[src/rtl/expr_arbiter.sv]
`default_nettype none
// ============================================================================
//  Module      : expr_arbiter
//  Description : Shares one arithmetic-expression checker between two
//                character requesters. A requester is granted for a whole
//                expression (terminated by ';'), round-robin when both ask.
//                The checker accepts digit ((+|*) digit)* and reports the
//                owner id, well-formedness and saturating length.
//  Ports       : clk            - clock, rising edge
//                clr            - synchronous active-high reset
//                reqN_valid     - requester N presents a character
//                reqN_char[7:0] - requester N ASCII character
//                reqN_ready     - requester N character accepted this cycle
//                res_valid      - one-cycle result strobe
//                res_id         - requester that owned the expression
//                res_ok         - expression well formed
//                res_len[7:0]   - non-terminator character count, saturating
//  Revision    : 1.0 - initial release
// ============================================================================
module expr_arbiter (
  input  logic       clk,
  input  logic       clr,
  input  logic       req0_valid,
  input  logic [7:0] req0_char,
  output logic       req0_ready,
  input  logic       req1_valid,
  input  logic [7:0] req1_char,
  output logic       req1_ready,
  output logic       res_valid,
  output logic       res_id,
  output logic       res_ok,
  output logic [7:0] res_len
);

  localparam logic [7:0] C_TERM    = 8'h3B;  // ';'
  localparam logic [7:0] C_PLUS    = 8'h2B;  // '+'
  localparam logic [7:0] C_STAR    = 8'h2A;  // '*'
  localparam logic [7:0] C_ZERO    = 8'h30;  // '0'
  localparam logic [7:0] C_NINE    = 8'h39;  // '9'
  localparam logic [7:0] C_LEN_MAX = 8'hFF;

  typedef enum logic [1:0] {
    S_IDLE   = 2'd0,
    S_BUSY   = 2'd1,
    S_REPORT = 2'd2
  } state_t;

  typedef enum logic [1:0] {
    K_EMPTY = 2'd0,
    K_NUM   = 2'd1,
    K_OP    = 2'd2,
    K_ERR   = 2'd3
  } chk_t;

  state_t     state_q, state_d;
  logic       prio_q, prio_d;
  logic       gnt_q, gnt_d;
  chk_t       chk_q, chk_d;
  logic [7:0] len_q, len_d;
  logic       res_id_q, res_id_d;
  logic       res_ok_q, res_ok_d;
  logic [7:0] res_len_q, res_len_d;

  logic       w_sel_valid;
  logic [7:0] w_sel_char;
  logic       w_busy_ready;
  logic       w_xfer;
  logic       w_gnt_new;

  function automatic chk_t chk_next(input chk_t cur, input logic [7:0] ch);
    logic is_digit;
    logic is_op;
    chk_t nxt;
    is_digit = (ch >= C_ZERO) && (ch <= C_NINE);
    is_op    = (ch == C_PLUS) || (ch == C_STAR);
    nxt      = K_ERR;
    case (cur)
      K_EMPTY: nxt = is_digit ? K_NUM : K_ERR;
      K_NUM:   nxt = is_op    ? K_OP  : K_ERR;
      K_OP:    nxt = is_digit ? K_NUM : K_ERR;
      default: nxt = K_ERR;
    endcase
    return nxt;
  endfunction

  // Only the granted requester is looked at; the other is left untouched.
  assign w_sel_valid  = gnt_q ? req1_valid : req0_valid;
  assign w_sel_char   = gnt_q ? req1_char  : req0_char;
  // Ready is suppressed during clr so nothing transfers on a reset edge.
  assign w_busy_ready = (state_q == S_BUSY) && !clr;
  assign w_xfer       = w_busy_ready && w_sel_valid;
  // Contention goes to prio; a lone requester simply wins.
  assign w_gnt_new    = (req0_valid && req1_valid) ? prio_q : req1_valid;

  always_comb begin
    state_d    = state_q;
    prio_d     = prio_q;
    gnt_d      = gnt_q;
    chk_d      = chk_q;
    len_d      = len_q;
    res_id_d   = res_id_q;
    res_ok_d   = res_ok_q;
    res_len_d  = res_len_q;
    req0_ready = 1'b0;
    req1_ready = 1'b0;
    res_valid  = 1'b0;

    case (state_q)
      S_IDLE: begin
        if (req0_valid || req1_valid) begin
          gnt_d   = w_gnt_new;
          // The loser of this round (or the idle one) is favoured next time.
          prio_d  = ~w_gnt_new;
          state_d = S_BUSY;
        end
      end

      S_BUSY: begin
        req0_ready = w_busy_ready && !gnt_q;
        req1_ready = w_busy_ready &&  gnt_q;
        if (w_xfer) begin
          if (w_sel_char == C_TERM) begin
            res_id_d  = gnt_q;
            res_ok_d  = (chk_q == K_NUM);
            res_len_d = len_q;
            state_d   = S_REPORT;
          end else begin
            chk_d = chk_next(chk_q, w_sel_char);
            if (len_q != C_LEN_MAX) begin
              len_d = len_q + 8'd1;
            end
          end
        end
      end

      S_REPORT: begin
        res_valid = 1'b1;
        chk_d     = K_EMPTY;
        len_d     = 8'd0;
        state_d   = S_IDLE;
      end

      default: begin
        state_d = S_IDLE;
      end
    endcase
  end

  always_ff @(posedge clk) begin
    if (clr) begin
      state_q   <= S_IDLE;
      prio_q    <= 1'b0;
      gnt_q     <= 1'b0;
      chk_q     <= K_EMPTY;
      len_q     <= 8'd0;
      res_id_q  <= 1'b0;
      res_ok_q  <= 1'b0;
      res_len_q <= 8'd0;
    end else begin
      state_q   <= state_d;
      prio_q    <= prio_d;
      gnt_q     <= gnt_d;
      chk_q     <= chk_d;
      len_q     <= len_d;
      res_id_q  <= res_id_d;
      res_ok_q  <= res_ok_d;
      res_len_q <= res_len_d;
    end
  end

  assign res_id  = res_id_q;
  assign res_ok  = res_ok_q;
  assign res_len = res_len_q;

endmodule
`default_nettype wire
[config.mk]
export PLATFORM = sky130hd
export DESIGN_NAME = expr_arbiter
export DESIGN_NICKNAME = d
export VERILOG_FILES = /design/src/rtl/expr_arbiter.sv
export SDC_FILE = /design/constraint.sdc
export NUM_CORES = 1
export LEC_CHECK = 0
export CAP_MARGIN = 25
export CORE_MARGIN = 4
export CORE_UTILIZATION = 42
export DETAILED_ROUTE_END_ITERATION = 6
export GPL_TIMING_DRIVEN = 0
export PLACE_DENSITY = 0.71
export SLEW_MARGIN = 40
export SYNTH_ARGS = -nofsm -noshare
export SYNTH_HDL_FRONTEND = slang
export SYNTH_SLANG_ARGS = --single-unit
export TNS_END_PERCENT = 100
[constraint.sdc]
create_clock -name clk -period 2.6 [get_ports clk]
set_input_delay 0.65 -clock clk [delete_from_list [all_inputs] [get_ports clk]]
set_output_delay 0.65 -clock clk [all_outputs]
set_load 0.02 [all_outputs]
==> run metrics, run 1 <==
status=complete, no violations; postcts setup bufs=0; Ant. Diodes=0; layout cells sized above 1=11.0%; final worst setup slack=170 ps; Max IR drop VDD=between 200 and 300 uV; reg-to-reg startpoint=gnt_q; Iter 0 DRT Violations=24; Setup crit start kind=flop; HP Class=reg2reg; WHS Path Cells=2; Placement Rows=19; wire per inst=~14 um; number of buffers created by CTS=3; Yosys reg bits=24; synthesized area=1250 um^2; Seq/Total Area, Yosys=a little under two fifths; syn_area_per_cell=9.07 um^2; Max Cap Violations=0; Setup TNS=0 ps; clk_skew=roughly 7.4 ps; antenna-violating nets left=0; Worst R2R Path Depth=7; Crit. End Element=primary output; Synth Net Count=about 160; Detail Placement HPWL=2.23 mm; number of global-route vias before repair=1,046; Synthesis Warnings=0; CP Max Fanout=10; Post-CTS Resized=0; H-tree depth=1; Initial Util=between 40% and 50%; Slew Limit Headroom=68.9%; final WL=2.78 mm; power per cell area=slightly below 400 nW/um^2; dominant cell type by area after synthesis=dfxtp_1; ranking of synthesized cells by area=dfxtp_1 (38%), mux2i_1 (8.8%), nor2_1 (5.7%); leakage=slightly below 0.0007 uW; RSZ-0062 raised after global routing=false; CTS tree=built; chip width=62.6 um; CTS Hold Bufs=0; core area=roughly 2800 um^2; TritonCTS Sinks=24; count leader, synth=dfxtp_1; GPL Wtd Cong=0.794; worst slack, placed=61.4 ps; antenna violations before repair=0; first-pass GRT wire length=between 4 and 5 mm; Hold Fails Final Rpt=0; IO Count=33; grt ovf=0; area of the multi-input gates=~730 um^2; Reg2Reg Capture Point=res_len[2]; Synth Instances=138; DR pass1 iterations=4; routed vias=1,122; Max Clk Rate=411 MHz; Die ar.=3920 um^2; Worst-path clk slew=120 ps; Fill cells=269; top_reg_cell synth=dfxtp_1; top cells by count, synth=dfxtp_1 (24), nor2_1 (19), nand2_1 (14); Post-synth EDFFs=0; Async SR Flop Fraction=0%; max-slew violations=0; CTS root buf=clkbuf_4; Worst-Skew Late Latency=310 ps; R2R Setup Slk=approximately 730 ps; Critical Path AT=1780 ps; largest net degree at the start of global routing=13; drt via density=5.53; post-synth cell types=between 40 and 50; Crit Path Class=reg2out; worst slew pin tran=between 400 and 500 ps; WHS Endpoint=res_ok; Synth top area share=38.4%; Die Ht=62.6 um; Port Buffers=31; GRT Overall Usage=14.6%; Worst Hold Launch=res_ok; Final period util=93.5%; Final nets=roughly 200; required time of the critical path=1950 ps; minimum clock period=2430 ps; drt drc=0; area grow syn2layout=29.9%; clock tree buffer depth=2; register area=480 um^2; Setup violations, final=0
-- logic make-up after synthesis --
kind of cell | count (synthesis) | share of synthesized area [%]
mux | 12 | 9.70
simple gates | 62 | 27.3
flops | 24 | 38.4
fa+ha+maj | 1 | 1.00
compound gates | 31 | 20.4
buf+inv | 8 | 3.20
-- layer usage --
| metal | vias to the layer above | share of wire (%) | global-route usage [%] |
|---|---|---|---|
| met2 | 22 | 48 | 24.6 |
| met4 | 0 | 2.0 | 7.16 |
| met3 | 7 | 3.9 | 4.50 |
| met1 | 515 | 46 | 16.7 |
| met5 | - | 0 | 0 |
| li1 | 578 | - | - |
-- sequential cells by signal, indices dropped and copies added, names as in the netlist --
| name | flops |
|---|---|
| res_len | 8 |
| prio_q | 1 |
| state_q | 2 |
| gnt_q | 1 |
| res_id | 1 |
| chk_q | 2 |
| res_ok | 1 |
| len_q | 8 |
-- worst max-delay path by stage --
stage               slack [ps]         end   from
finish                     170  req1_ready  gnt_q
global route                40  req1_ready  gnt_q
CTS                         60  req0_ready    clr
detailed placement          60  req0_ready    clr
global placement            60  req0_ready    clr
floorplan                  480  req0_ready    clr
-- power by group --
group	switching [uW]	internal, uW	total, uW
combinational	42.5	51.9	94.5
clock	103	54.3	157
sequential	6.80	374	381
-- cells in the final DEF, fill, tap and decap left out, types with 2 or more instances in the layout --
cell             netlist  routed
a41oi_1                2       2
a21oi_1                9       9
or3_1                  3       3
and2_1                 2       2
nand4b_1               2       2
nand3_1                2       2
clkbuf_4               0       3
mux2i_1               11      11
a31oi_1                3       3
clkbuf_1               2       2
o21ai_0                5       5
inv_1                  3       3
nand2_1               14      14
nand4_1                3       3
nor2_1                19      19
clkdlybuf4s50_1        0      30
and3_1                 3       3
dfxtp_1               24      24
or2_2                  2       2
buf_2                  2       2
-- through the flow --
step	instances	area, um^2	total power [uW]	util (%)	hold slack (ps)
after detailed placement	200	1600	485	57.0	462
after global placement	200	1600	482	57.0	442
final	203	1630	633	57.9	472
after CTS	203	1620	643	57.9	479
after global routing	203	1630	667	57.9	489
after floorplan	138	1250	441	-	462
-- worst max-delay path, stage by stage, from the launching register on --
cell             delay, ps
dfxtp_1                450
buf_2                  250
and3_1                 170
clkdlybuf4s50_1        600
-- layout make-up --
class,instances,share of cell area [%]
plain buffers,5,1.77
repair buffers,31,19.2
flip-flops and latches,24,29.6
inverters,3,0.693
well taps,31,2.39
clock buffers,3,1.39
multi-input cells,106,45.0
Note: power is estimated with default switching activity, not from simulation.
==> run 2, diff against run 1 <==
- PLACE_DENSITY: 0.71 -> unset
- PLACE_DENSITY_LB_ADDON: unset -> 0.2
- RECOVER_POWER: unset -> 50
- REMOVE_ABC_BUFFERS: unset -> 1
==> run 2 against run 1 <==
Effect of this change:
- first-iteration DRC count grew to 2.6 times the previous value
- via count shrank 0.36%
- die area is the same
- worst setup slack lost 9.1 ps
- clock skew shrank 3.0 ps
- sequential share of layout area grew 0.25 points
- routed wire length decreased by 6.4%
- fmax decreased by 0.37%
- non-clock buffer count is 4 lower
- critical path depth down 1
- final cell count decreased by 1.5%
- global-route usage fell by 1.1 points
- highest routed layer is now met3
==> run metrics, run 2 (same netlist as run 1, synthesis figures left out) <==
Hold Fails Final Rpt=0; Pwr Total=664 uW; Setup violations, final=0; DR pass1 iterations=4; antenna violations before repair=0; GPL Wtd Cong=0.804; Worst-path clk slew=130 ps; Max Cap Violations=0; CTS tree=built; number of global-route vias before repair=1,042; register area=480 um^2; most common cell after layout, fill and taps aside=dfxtp_1; final worst setup slack=161 ps; Reg2Reg Capture Point=res_ok; Fill cells=259; drt drc=0; worst slew pin tran=459 ps; clk_skew=4.46 ps; status=complete, no violations; CTS root buf=clkbuf_4; max-slew violations=0; reg-to-reg startpoint=gnt_q; Die Ht=62.6 um; clock tree buffer depth=2; layout cells sized above 1=10.7%; Port Buffers=32; Crit. End Element=primary output; Die ar.=3920 um^2; WHS Path Cells=2; R2R Setup Slk=330 ps; minimum clock period=2440 ps; Final nets=191; Slew Limit Headroom=between 60% and 70%; GRT Overall Usage=13.5%; Max IR drop VDD=approximately 350 uV; CP Max Fanout=15; chip width=62.6 um; Max Clk Rate=a little over 400 MHz; most frequent cells in the layout=dfxtp_1 (24), nor2_1 (19), clkdlybuf4s50_1 (19); IO Count=33; Setup crit start kind=flop; grt ovf=0; leakage=between 0.0006 and 0.0007 uW; Worst Hold Launch=res_ok; core area=2810 um^2; Crit Path Class=reg2out; first-pass GRT wire length=4.51 mm; required time of the critical path=~2000 ps; final WL=2.61 mm; worst slack, placed=-714 ps; Critical Path AT=roughly 1800 ps; Final period util=93.8%; Iter 0 DRT Violations=62; largest net degree at the start of global routing=18; Detail Placement HPWL=2.00 mm; number of buffers created by CTS=3; antenna-violating nets left=0; RSZ-0062 raised after global routing=false; TritonCTS Sinks=24; Placement Rows=19; HP Class=reg2reg; Worst-Skew Late Latency=about 310 ps; WHS Endpoint=res_ok; area grow syn2layout=28.8%; power per cell area=between 400 and 500 nW/um^2; CTS Hold Bufs=0; Worst R2R Path Depth=5; H-tree depth=1; drt via density=5.59; area of the multi-input gates=about 730 um^2; Ant. Diodes=0; Initial Util=44.6%; wire per inst=13.0 um; routed vias=approximately 1,100; final core utilization=a little under three fifths
## run 2: cell types whose count changed in the layout (fill, tap and decap cells not counted), sizes merged
cell           before  now
clkbuf              5    4
clkdlybuf4s50      30   19
buf                 3    1
dlygate4sd3         0   11
dlymetal6s2s        1    0
dlygate4sd2         0    1
## run 2: what timing repair did
action,in CTS,in global routing
buffers inserted,0,0
gates resized for setup,6,0
setup endpoints to repair,12,0
## run 2: how the worst max path moves through the flow
stage	slack (ps)	cells after the start	endpoint	startpoint
global route	50	2	req1_ready	gnt_q
global placement	-710	4	req0_ready	clr
finish	160	2	req1_ready	gnt_q
floorplan	510	5	res_ok	clr
CTS	150	2	req1_ready	gnt_q
detailed placement	-710	4	req0_ready	clr
## run 2: power by group
part	internal [uW]	switching (uW)
Combinational	48.9	39.3
Clock	85.5	107
Sequential	374	9.05
## run 2: final cells by class
cell class                      count  share of cell area [%]
Clock buffer                        4                    2.25
Timing Repair Buffer               32                    19.5
Sequential cell                    24                    29.8
Multi-Input combinational cell    106                    45.3
Inverter                            3                   0.699
Tap cell                           31                    2.41
## run 2: critical path, stage by stage (launching register included)
cell and delay, ps:
dfxtp_1 640, and3_1 240, clkdlybuf4s50_1 600
## run 2: routing by layer
metal / global-route usage, % / part of all wire [%] / vias up
met3: 4.14 / 4.8 / 0
met5: 0 / 0 / -
met1: 16.5 / 45 / 528
met2: 24.1 / 50 / 20
met4: 1.38 / 0 / 0
li1: - / - / 570
## run 2: stage by stage
step                cell area [um^2]  hold WS [ps]  instances  TNS (ps)
floorplan                       1220           462        133         0
detailed placement              1580           479        196     -7400
finish                          1610           495        200         0
global placement                1580           451        196     -6940
global route                    1610           508        200         0
CTS                             1610           497        200         0
==> run 3, diff against run 2 <==
- CTS_CLUSTER_SIZE: unset -> 14
- PLACE_DENSITY: unset -> 0.71
- PLACE_DENSITY_LB_ADDON: 0.2 -> unset
- clock period: 2.6 -> 2.8 ns (I/O delays scaled with it)
==> run 3 against run 2 <==
Effect of this change:
- final cell count is 0.50% lower
- first-iteration DRC count shrank 39%
- combinational power is 7.5% lower
- sequential power fell by 7.0%
- sequential share of layout area is 0.40 points higher
- worst setup slack gained 110 ps
- critical path type is now in2out
- highest routed layer is now met4
==> run metrics, run 3 (same netlist as run 1, synthesis figures left out) <==
status=complete, no violations; core area=2810 um^2; required time of the critical path=between 2000 and 2500 ps; Max IR drop VDD=356 uV; most common cell after layout, fill and taps aside=dfxtp_1; Detail Placement HPWL=2.15 mm; Crit. End Element=primary output; routed vias=around 1,200; power per cell area=365 nW/um^2; layout cells sized above 1=under 10%; worst slack, placed=-641 ps; met2 wire length=1.45 mm; Final nets=191; CP Max Fanout=17; CTS tree=built; drt drc=0; antenna-violating nets left=0; number of global-route vias before repair=1,074; IO Count=33; WHS Path Cells=2; most frequent cells in the layout=dfxtp_1 (24), nor2_1 (19), clkdlybuf4s50_1 (19); wire per inst=14.1 um; HP Class=reg2reg; first-pass GRT wire length=just under 5 mm; worst slew pin tran=approximately 670 ps; Design Area, Final=approximately 1600 um^2; Max Clk Rate=slightly below 400 MHz; Hold Fails Final Rpt=0; RSZ-0062 raised after global routing=false; max-slew violations=0; Slew Limit Headroom=a little under three fifths; leakage=0.000701 uW; Worst R2R Path Depth=5; H-tree depth=1; grt ovf=0; Setup violations, final=0; GPL Wtd Cong=0.754; Worst-Skew Late Latency=300 ps; Worst-path clk slew=120 ps; wire length on met3=154 um; Ant. Diodes=0; chip width=62.6 um; largest net degree at the start of global routing=18; GRT Overall Usage=15.2%; Initial Util=44.6%; Iter 0 DRT Violations=38; Max Cap Violations=0; clk_skew=1.45 ps; CTS root buf=clkbuf_4; Placement Cell Area=1580 um^2; area grow syn2layout=27.1%; WL met1=1.16 mm; antenna violations before repair=0; Max Used Layer=met4; number of buffers created by CTS=3; final WL=approximately 2.8 mm; Die ar.=3920 um^2; Crit Path Class=in2out; Die Ht=62.6 um; Final period util=90.3%; Port Buffers=32; Critical Path AT=between 1500 and 2000 ps; Post-Layout Cell Count=199; minimum clock period=2530 ps; placed cell count=196; Pwr Total=580 uW; TritonCTS Sinks=24; drt via density=just under 6; Placement Rows=19; Setup crit start kind=input port; clock tree buffer depth=2; DR pass1 iterations=4; Min Hold Slack=between 400 and 500 ps; final worst setup slack=270 ps
[run 3: timing repair]
item,in CTS,in global routing
hold buffers,0,0
resized for setup,5,1
setup buffers,0,0
gates cloned,0,0
setup endpoints to repair,3,1
[run 3: per-layer routing]
layer	track usage, %	up-vias
met1	18.0	560
met2	26.6	29
met5	0	-
met4	3.58	0
met3	4.68	6
li1	-	567
[run 3: where the power goes]
group	total [uW]	switching, uW	internal, uW
Sequential	356	8.28	348
Clock	143	92.5	50.2
Combinational	81.6	36.6	45.0
[run 3: final timing paths]
kind                from          to  slack (ps)
setup / recovery     clr  req1_ready         270
hold / removal    res_ok      res_ok         460
setup reg to reg   gnt_q    len_q[7]         540
hold reg to reg   res_ok      res_ok         460
[run 3: area by class of cell]
| cell class | count | area, um^2 |
|---|---|---|
| Sequential cell | 24 | 480 |
| Timing Repair Buffer | 32 | 318 |
| Tap cell | 31 | 38.8 |
| Fill cell | 269 | 1210 |
| Multi-Input combinational cell | 106 | 719 |
| Inverter | 3 | 11.3 |
| Clock buffer | 3 | 22.5 |
[run 3: worst max-delay path, stage by stage]
cell	delay, ps
buf_2	210
nor2_1	150
and3_1	160
clkdlybuf4s50_1	600
[run 3: through the flow]
step | TNS (ps) | util [%]
final | 0 | 56.7
after global routing | 0 | 56.7
after CTS | 0 | 57.0
after detailed placement | -4750 | 56.4
after global placement | -4120 | 56.4
after floorplan | 0 | -
